File: src/rtl/uP_pkg.sv
`default_nettype none
// ============================================================================
// Module      : uP_pkg
// Description : Constants shared by the nibble processor and its peripherals.
//               DATA_W              - width of the core data bus
//               DEBOUNCE_CYCLES_DEF - default debounce qualification length
//               CMD_IN              - decoder command bit that strobes IN
// Revision    : 1.0 - initial release
// ============================================================================
package uP_pkg;

  localparam int DATA_W              = 4;
  localparam int DEBOUNCE_CYCLES_DEF = 16;
  localparam int CMD_IN              = 2;

endpackage : uP_pkg
`default_nettype wire

File: src/rtl/button_conditioner_debounce_bit.sv
`default_nettype none
// ============================================================================
// Module      : debounce_bit
// Description : Two-flop synchroniser followed by a consecutive-sample
//               debounce counter for a single switch input.
// Ports       : clk      - system clock
//               reset    - asynchronous, active-high
//               raw_i    - raw switch input, asynchronous to clk
//               stable_o - debounced level (registered)
// Revision    : 1.0 - initial release
// ============================================================================
module debounce_bit
  import uP_pkg::*;
#(
  parameter int DEBOUNCE_CYCLES = DEBOUNCE_CYCLES_DEF
) (
  input  logic clk,
  input  logic reset,
  input  logic raw_i,
  output logic stable_o
);

  localparam int               CNT_W   = $clog2(DEBOUNCE_CYCLES);
  localparam logic [CNT_W-1:0] CNT_MAX = CNT_W'(DEBOUNCE_CYCLES - 1);

  logic             s1_q;
  logic             s2_q;
  logic             stable_q;
  logic             stable_d;
  logic [CNT_W-1:0] cnt_q;
  logic [CNT_W-1:0] cnt_d;

  // Synchroniser: only s2_q is allowed to feed any downstream logic.
  always_ff @(posedge clk or posedge reset) begin
    if (reset) begin
      s1_q <= 1'b0;
      s2_q <= 1'b0;
    end else begin
      s1_q <= raw_i;
      s2_q <= s1_q;
    end
  end

  // Any single cycle of agreement restarts qualification; the counter is
  // cleared on acceptance, so it can never wrap.
  always_comb begin
    stable_d = stable_q;
    cnt_d    = cnt_q;
    if (s2_q == stable_q) begin
      cnt_d = '0;
    end else if (cnt_q == CNT_MAX) begin
      stable_d = s2_q;
      cnt_d    = '0;
    end else begin
      cnt_d = cnt_q + 1'b1;
    end
  end

  always_ff @(posedge clk or posedge reset) begin
    if (reset) begin
      stable_q <= 1'b0;
      cnt_q    <= '0;
    end else begin
      stable_q <= stable_d;
      cnt_q    <= cnt_d;
    end
  end

  assign stable_o = stable_q;

endmodule : debounce_bit
`default_nettype wire

File: src/rtl/button_conditioner.sv
`default_nettype none
// ============================================================================
// Module      : button_conditioner
// Description : Synchronises and debounces the pushbutton inputs, generates
//               rise pulses and sticky press flags, and selects the value
//               presented on the core's IN data path.
// Ports       : clk         - system clock (processor clock)
//               reset       - asynchronous, active-high
//               btn_raw     - raw switch inputs, asynchronous to clk
//               rd_ack      - IN strobe (decoder command bit CMD_IN)
//               btn_level   - debounced level per button
//               btn_rise    - one-cycle pulse per debounced 0->1 transition
//               btn_press   - sticky press flags, cleared by rd_ack
//               pushbuttons - STICKY ? btn_press : btn_level
// Revision    : 1.0 - initial release
// ============================================================================
module button_conditioner
  import uP_pkg::*;
#(
  parameter int WIDTH           = DATA_W,
  parameter int DEBOUNCE_CYCLES = DEBOUNCE_CYCLES_DEF,
  parameter bit STICKY          = 1'b1
) (
  input  logic             clk,
  input  logic             reset,
  input  logic [WIDTH-1:0] btn_raw,
  input  logic             rd_ack,
  output logic [WIDTH-1:0] btn_level,
  output logic [WIDTH-1:0] btn_rise,
  output logic [WIDTH-1:0] btn_press,
  output logic [WIDTH-1:0] pushbuttons
);

  logic [WIDTH-1:0] level_w;
  logic [WIDTH-1:0] level_prev_q;
  logic [WIDTH-1:0] rise_q;
  logic [WIDTH-1:0] rise_d;
  logic [WIDTH-1:0] press_q;
  logic [WIDTH-1:0] press_d;

  for (genvar i = 0; i < WIDTH; i++) begin : g_bit
    debounce_bit #(
      .DEBOUNCE_CYCLES (DEBOUNCE_CYCLES)
    ) u_debounce (
      .clk      (clk),
      .reset    (reset),
      .raw_i    (btn_raw[i]),
      .stable_o (level_w[i])
    );
  end

  // A new rise is OR-ed in after the clear so a press landing on the same
  // edge as rd_ack survives and is read by the next IN instruction.
  always_comb begin
    rise_d  = level_w & ~level_prev_q;
    press_d = rise_d | (press_q & ~{WIDTH{rd_ack}});
  end

  always_ff @(posedge clk or posedge reset) begin
    if (reset) begin
      level_prev_q <= '0;
      rise_q       <= '0;
      press_q      <= '0;
    end else begin
      level_prev_q <= level_w;
      rise_q       <= rise_d;
      press_q      <= press_d;
    end
  end

  assign btn_level = level_w;
  assign btn_rise  = rise_q;
  assign btn_press = press_q;

  // The core latches data during the rd_ack cycle, so it sees the pre-clear
  // flags; both sources are pure register outputs.
  if (STICKY) begin : g_sticky
    assign pushbuttons = press_q;
  end else begin : g_level
    assign pushbuttons = level_w;
  end

endmodule : button_conditioner
`default_nettype wire

File: config.mk
export PLATFORM = sky130hd
export DESIGN_NAME = button_conditioner
export DESIGN_NICKNAME = d
export VERILOG_FILES = /design/src/rtl/uP_pkg.sv /design/src/rtl/button_conditioner_debounce_bit.sv /design/src/rtl/button_conditioner.sv
export SDC_FILE = /design/constraint.sdc
export NUM_CORES = 1
export LEC_CHECK = 0
export ABC_AREA = 0
export CAP_MARGIN = 20
export CORE_MARGIN = 2
export CORE_UTILIZATION = 40
export DETAILED_ROUTE_END_ITERATION = 16
export DONT_BUFFER_PORTS = 1
export SLEW_MARGIN = 20
export SYNTH_ARGS = -nofsm -noshare
export SYNTH_HDL_FRONTEND = slang
export SYNTH_SLANG_ARGS = --single-unit
export TNS_END_PERCENT = 10
File: constraint.sdc
create_clock -name clk -period 1.7 [get_ports clk]
set_input_delay 0.425 -clock clk [delete_from_list [all_inputs] [get_ports clk]]
set_output_delay 0.425 -clock clk [all_outputs]
set_load 0.03 [all_outputs]
==> results.py, run 1 <==
metrics = {
    "routing": {
        "routedWlPerCell_um": 13.1,
        "routed_wl_mm": 2.06,
        "dr.pass1.iters": 4,
        "drt_iter0_markers": 36,
        "drtAntennaViolNets": 0,
        "drc": 0,
        "vias": 773,
        "vias_per_cell": 4.92,
    },
    "setup_path": {
        "endpoint": "pushbuttons[0]",
        "startpoint": "btn_press[0]",
        "reg2reg_to": "g_bit[2].u_debounce.stable_o",
        "cp.arrival_ns": 0.99,
        "start_kind": "flop",
        "r2r_slack_ns": 0.48,
        "crit_cells": 0,
        "worst_setup_path_end_kind": "output pin",
        "r2r_cells": 3,
        "critPathKind": "reg2out",
        "critPathRequiredTime_ns": 1.27,
        "cp_max_fo": 3,
        "r2r-start": "g_bit[2].u_debounce.cnt_q[0]",
    },
    "final_layout": {
        "final_layout_size_suffix_gt1_share_pct": 12.8,
        "fin_cells": 157,
        "nNetsFinal": 119,
        "fillCellCount": 356,
        "antenna_cells": 0,
        "synthToLayoutAreaGrowth_pct": 7.65,
    },
    "clock_tree": {
        "postCtsSetupRepairBufs": 0,
        "clockBufferDepth": 2,
        "clkSlewWorstSetupHoldPaths_ns": 0.07,
        "cts_made_buffers": 5,
        "cts-root-buf": "clkbuf_8",
        "clock-sinks": 40,
        "postCtsHoldBufs": 0,
        "cts_tree": "yes",
        "insertion_delay_ns": 0.29,
        "post_cts_resized": 0,
        "htree_levels": 2,
    },
    "worst_hold_path": {
        "hold_path_class": "in2async",
    },
    "grt": {
        "grt.total_usage_pct": 11.8,
        "antenna_found_initial": 0,
        "overflow": 0,
        "grt_pass1_wl_mm": 3.61,
        "grt_max_degree": 41,
        "grt_pass1_vias": 773,
    },
    "timing": {
        "worst_pin_slew_ns": 0.563,
        "hold_violations": 0,
        "slew_headroom_pct": 62.5,
        "maxSlewViolCount": 0,
        "max_freq_mhz": 705,
        "rsz0062_at_grt": "no",
        "min_period_ns": 1.42,
        "clock_skew_ns": 0.00425,
        "post-route-period-util_pct": 83.4,
        "finalSetupTns_ns": 0,
        "setup_viol": 0,
    },
    "synthesis": {
        "synth_cell_types": 19,
        "synth_area_um2": 1510,
        "netlist_instances": 108,
        "syn-num-nets": 119,
        "avgSynthCellArea_um2": 13.9,
        "yosysWarnings": 0,
        "synth_seq_cells": 40,
        "ys_seq_area_share_pct": 66.5,
    },
    "power": {
        "irDropWorstVdd_uv": 375,
        "p_leak_nw": 0.785,
        "power.density_nw_per_um2": 1130,
    },
    "floorplanning": {
        "die_w_um": 65.3,
        "core_um2": 3630,
        "io_pins": 23,
        "start_util_pct": 41.4,
        "rows": 22,
        "die_h_um": 65.3,
        "fp.dieArea_um2": 4270,
    },
    "placement": {
        "portBuffers": 0,
        "hpwlAfterDp_mm": 1.37,
        "dp.cells": 149,
        "gp_congestion": 0.641,
    },
    "outcome": {
        "status": "finished, final reports clean",
    },
    "job": {
        "cap_violations": 0,
    },
}
final cells by class:
class                   instances  area, µm²  area share [%]
clock buffers                   6       72.6            4.48
clock inverters                 2       35.0            2.16
inverters                       5       18.8            1.16
multi-input cells              55        425            26.3
flip-flops and latches         40       1000            61.8
well taps                      48       60.1            3.71
repair buffers                  1       7.51           0.463
Yosys cell counts:
library cell	n	area share (%)
inv_1	5	1.2
nor2b_1	8	3.3
buf_4	8	4.0
xnor2_1	8	4.7
mux2_4	2	2.0
nor3b_1	2	1.0
nand4b_1	3	1.7
a31oi_1	1	0.42
a21oi_1	6	2.0
a311oi_1	2	1.2
a21o_1	5	2.5
mux2_2	2	1.5
nor2_1	4	1.0
a311oi_2	1	1.0
ha_1	4	3.3
o21ai_0	3	1.0
nand3_1	3	1.0
dfrtp_1	40	67
nand3_2	1	0.67
worst min path at each step:
stage / endpoint / slack (ns) / cells after the start
after global placement: g_bit[0].u_debounce.s2_q / 0.33 / 0
final: g_bit[0].u_debounce.s1_q / 0.12 / 2
after CTS: g_bit[0].u_debounce.s1_q / 0.14 / 2
after floorplan: g_bit[0].u_debounce.s2_q / 0.33 / 0
after detailed placement: g_bit[3].u_debounce.s2_q / 0.34 / 0
after global routing: g_bit[3].u_debounce.s1_q / 0.13 / 0
cells in the final DEF, fill, tap and decap left out:
master      n
xnor2_1     8
a311oi_1    2
buf_4       1
a31oi_1     1
a21oi_1     6
dfrtp_1    40
nor2b_1     8
clkbuf_8    5
clkinv_2    1
nand3_2     1
nor2_1      4
o21ai_0     3
nand3_1     3
nor3b_1     2
mux2_4      2
clkbuf_1    1
bufinv_16   1
a311oi_2    1
nand4b_1    3
ha_1        4
mux2_2      2
a21o_1      5
inv_1       5
power breakdown:
| part | total [mW] | internal, mW | switching, mW |
|---|---|---|---|
| clock | 0.745 | 0.435 | 0.309 |
| sequential | 1.02 | 0.984 | 0.0313 |
| combinational | 0.0779 | 0.0338 | 0.0441 |
through the flow:
| stage | cell area, µm² | power, mW | hold slack (ns) | worst slack [ns] | util, % |
|---|---|---|---|---|---|
| after global routing | 1620 | 1.94 | 0.135 | 0.233 | 44.6 |
| after floorplan | 1510 | 1.09 | 0.331 | 0.357 | - |
| after detailed placement | 1510 | 1.11 | 0.336 | 0.497 | 41.6 |
| after CTS | 1620 | 1.88 | 0.142 | 0.265 | 44.6 |
| after global placement | 1510 | 1.11 | 0.333 | 0.509 | 41.6 |
| final | 1620 | 1.84 | 0.125 | 0.283 | 44.6 |
sequential cells by signal, indices dropped and copies added (netlist names):
signal and count:
g_bit.u_debounce.s1_q 4, g_bit.u_debounce.cnt_q 16, g_bit.u_debounce.s2_q 4, btn_press 4, g_bit.u_debounce.stable_o 4, level_prev_q 4
btn_rise 4
kinds of logic (layout without fill, tap and decap cells):
| group | Yosys count | in the layout | share of synthesized area [%] |
|---|---|---|---|
| AOI/OAI and AO/OA | 18 | 18 | 8.06 |
| DFF | 40 | 40 | 66.5 |
| muxes | 4 | 4 | 3.49 |
| adders and majority gates | 4 | 4 | 3.33 |
| and+or+nand+nor | 21 | 21 | 8.73 |
| xor gates and xnor gates | 8 | 8 | 4.66 |
| buffers and inverters | 13 | 14 | 5.24 |
routing by layer:
| layer | vias up | track usage (%) | share of wire [%] |
|---|---|---|---|
| met5 | - | 0 | 0 |
| met4 | 0 | 7.03 | 2.8 |
| met3 | 5 | 5.65 | 7.2 |
| met2 | 26 | 17.7 | 47 |
| met1 | 381 | 13.8 | 43 |
| li1 | 361 | - | - |
No activity file was read; power rests on OpenSTA's default activity.
==> inputs of run 2 (changes only) <==
==> constraint.sdc (replaced) <==
create_clock -name clk -period 1.4 [get_ports clk]
set_input_delay 0.35 -clock clk [delete_from_list [all_inputs] [get_ports clk]]
set_output_delay 0.35 -clock clk [all_outputs]
set_load 0.03 [all_outputs]
==> run 2 against run 1 <==
Effect of this change: cell area rose by 0.69%; critical path depth did not move; clock skew rose by 0.00052 ns; die area did not move; wire length barely moved; sequential cell count did not move; cell count rose by 0.64%; combinational power rose by 22%; non-clock buffer count rose by 1; utilization rose by 0.31 points; via count rose by 1.0%; critical path type unchanged; largest power group unchanged.
==> results.py, run 2 (same netlist as run 1, synthesis figures left out) <==
metrics = {
    "outcome": {
        "status": "finished, final reports clean",
    },
    "routing": {
        "top_layer_used": "met4",
        "drt_iter0_markers": 46,
        "wl_met3_um": 139,
        "vias_per_cell": 4.94,
        "drtAntennaViolNets": 0,
        "routedWlPerCell_um": 13.0,
        "met2_length_um": 983,
        "vias": 781,
        "dr.pass1.iters": 4,
        "routed_wl_mm": 2.06,
        "drc": 0,
        "wl_met1_um": 879,
    },
    "power": {
        "p_sw_share_pct": 21.4,
        "power_frac_seq_pct": 54.9,
        "p_clk_share_pct": 40.8,
        "irDropWorstVdd_uv": 549,
        "power.density_nw_per_um2": 1370,
        "p_int_mw": 1.76,
        "p_comb_share_pct": 4.3,
        "p_switching_mw": 0.479,
        "p_leak_nw": 0.790,
    },
    "placement": {
        "portBuffers": 0,
        "dp.cells": 150,
        "hpwlAfterDp_mm": 1.42,
        "gp_congestion": 0.639,
    },
    "timing": {
        "hold_violations": 0,
        "min_period_ns": 1.34,
        "finalSetupTns_ns": 0,
        "max_freq_mhz": 745,
        "worst_pin_slew_ns": 0.563,
        "rsz0062_at_grt": "no",
        "maxSlewViolCount": 0,
        "clock_skew_ns": 0.00477,
        "slew_headroom_pct": 62.5,
        "post-route-period-util_pct": 95.9,
        "setup_viol": 0,
    },
    "final_layout": {
        "fin_cells": 158,
        "largest_reg_flops": 16,
        "nNetsFinal": 120,
        "synthToLayoutAreaGrowth_pct": 8.40,
        "final_common_cell": "dfrtp_1",
        "regMostFlops": "g_bit.u_debounce.cnt_q",
        "most-common-layout-cells": "dfrtp_1, xnor2_1, nor2b_1",
        "final_layout_size_suffix_gt1_share_pct": 14.5,
        "antenna_cells": 0,
    },
    "job": {
        "cap_violations": 0,
    },
    "grt": {
        "antenna_found_initial": 0,
        "grt_pass1_vias": 791,
        "grt.total_usage_pct": 11.8,
        "grt_pass1_wl_mm": 3.64,
        "grt_max_degree": 41,
        "overflow": 0,
    },
    "setup_path": {
        "cp_max_fo": 3,
        "r2r_slack_ns": 0.16,
        "cp.arrival_ns": 0.99,
        "start_kind": "flop",
        "worst_setup_path_end_kind": "output pin",
        "critPathKind": "reg2out",
        "critPathRequiredTime_ns": 1.05,
    },
    "floorplanning": {
        "io_pins": 23,
        "die_h_um": 65.3,
        "core_um2": 3630,
        "start_util_pct": 41.4,
        "rows": 22,
        "die_w_um": 65.3,
        "fp.dieArea_um2": 4270,
    },
    "clock_tree": {
        "htree_levels": 2,
        "cts_tree": "yes",
        "postCtsSetupRepairBufs": 0,
        "clockBufferDepth": 2,
        "clock-sinks": 40,
        "cts_made_buffers": 5,
        "post_cts_resized": 0,
        "clkSlewWorstSetupHoldPaths_ns": 0.08,
        "postCtsHoldBufs": 0,
        "insertion_delay_ns": 0.29,
        "cts-root-buf": "clkbuf_8",
    },
    "worst_hold_path": {
        "hold_path_class": "in2async",
    },
}
run 2: cell types whose count changed in the layout (fill, tap and decap cells not counted):
cell / before / now
clkinvlp_4: 0 / 1
clkbuf_1: 1 / 0
buf_4: 1 / 2
run 2: area by class of cell:
| cell class | count | area, µm² |
|---|---|---|
| flip-flops and latches | 40 | 1000 |
| fillers | 362 | 2000 |
| clock buffers | 5 | 68.8 |
| multi-input cells | 55 | 425 |
| repair buffers | 2 | 15.0 |
| clock inverters | 3 | 42.5 |
| inverters | 5 | 18.8 |
| well taps | 48 | 60.1 |
run 2: final timing paths:
kind,depth (start not counted),startpoint,endpoint
worst max-delay path,0,btn_press[1],btn_press[1]
worst min-delay path,2,reset,g_bit[0].u_debounce.s1_q
worst max register to register,3,g_bit[1].u_debounce.cnt_q[0],g_bit[1].u_debounce.stable_o
worst min register to register,0,g_bit[1].u_debounce.s1_q,g_bit[1].u_debounce.s2_q
max in group asynchronous,2,reset,g_bit[2].u_debounce.cnt_q[1]
min in group clk,0,btn_raw[3],g_bit[3].u_debounce.s1_q
run 2: power groups by stage:
stage,combinational (mW),sequential [mW],clock (mW)
finish,0.0954,1.23,0.915
CTS,0.0986,1.23,0.950
global placement,0.0941,1.25,0
floorplan,0.0792,1.25,0
global route,0.112,1.24,1.01
detailed placement,0.0974,1.25,0
run 2: worst reg2reg max path, cell delays in order, from the launching register on:
cell,delay (ns)
dfrtp_1,0.42
ha_1,0.25
nand3_1,0.12
mux2_2,0.34
run 2: per-layer routing:
layer / GRT usage (%) / up-vias
li1: - / 362
met1: 12.5 / 388
met2: 18.9 / 25
met3: 5.99 / 6
met4: 7.03 / 0
met5: 0 / -
run 2: per-stage QoR:
step | util [%] | hold WS, ns | power [mW] | setup WS (ns) | instance area (µm²)
2_1_floorplan | - | 0.331 | 1.32 | 0.132 | 1510
3_3_place_gp | 41.8 | 0.332 | 1.35 | 0.207 | 1520
3_5_place_dp | 41.8 | 0.338 | 1.35 | 0.173 | 1520
4_1_cts | 44.9 | 0.0733 | 2.28 | 0.0377 | 1630
5_1_grt | 44.9 | 0.0598 | 2.36 | 0.00146 | 1630
6_report | 44.9 | 0.0637 | 2.24 | 0.0574 | 1630
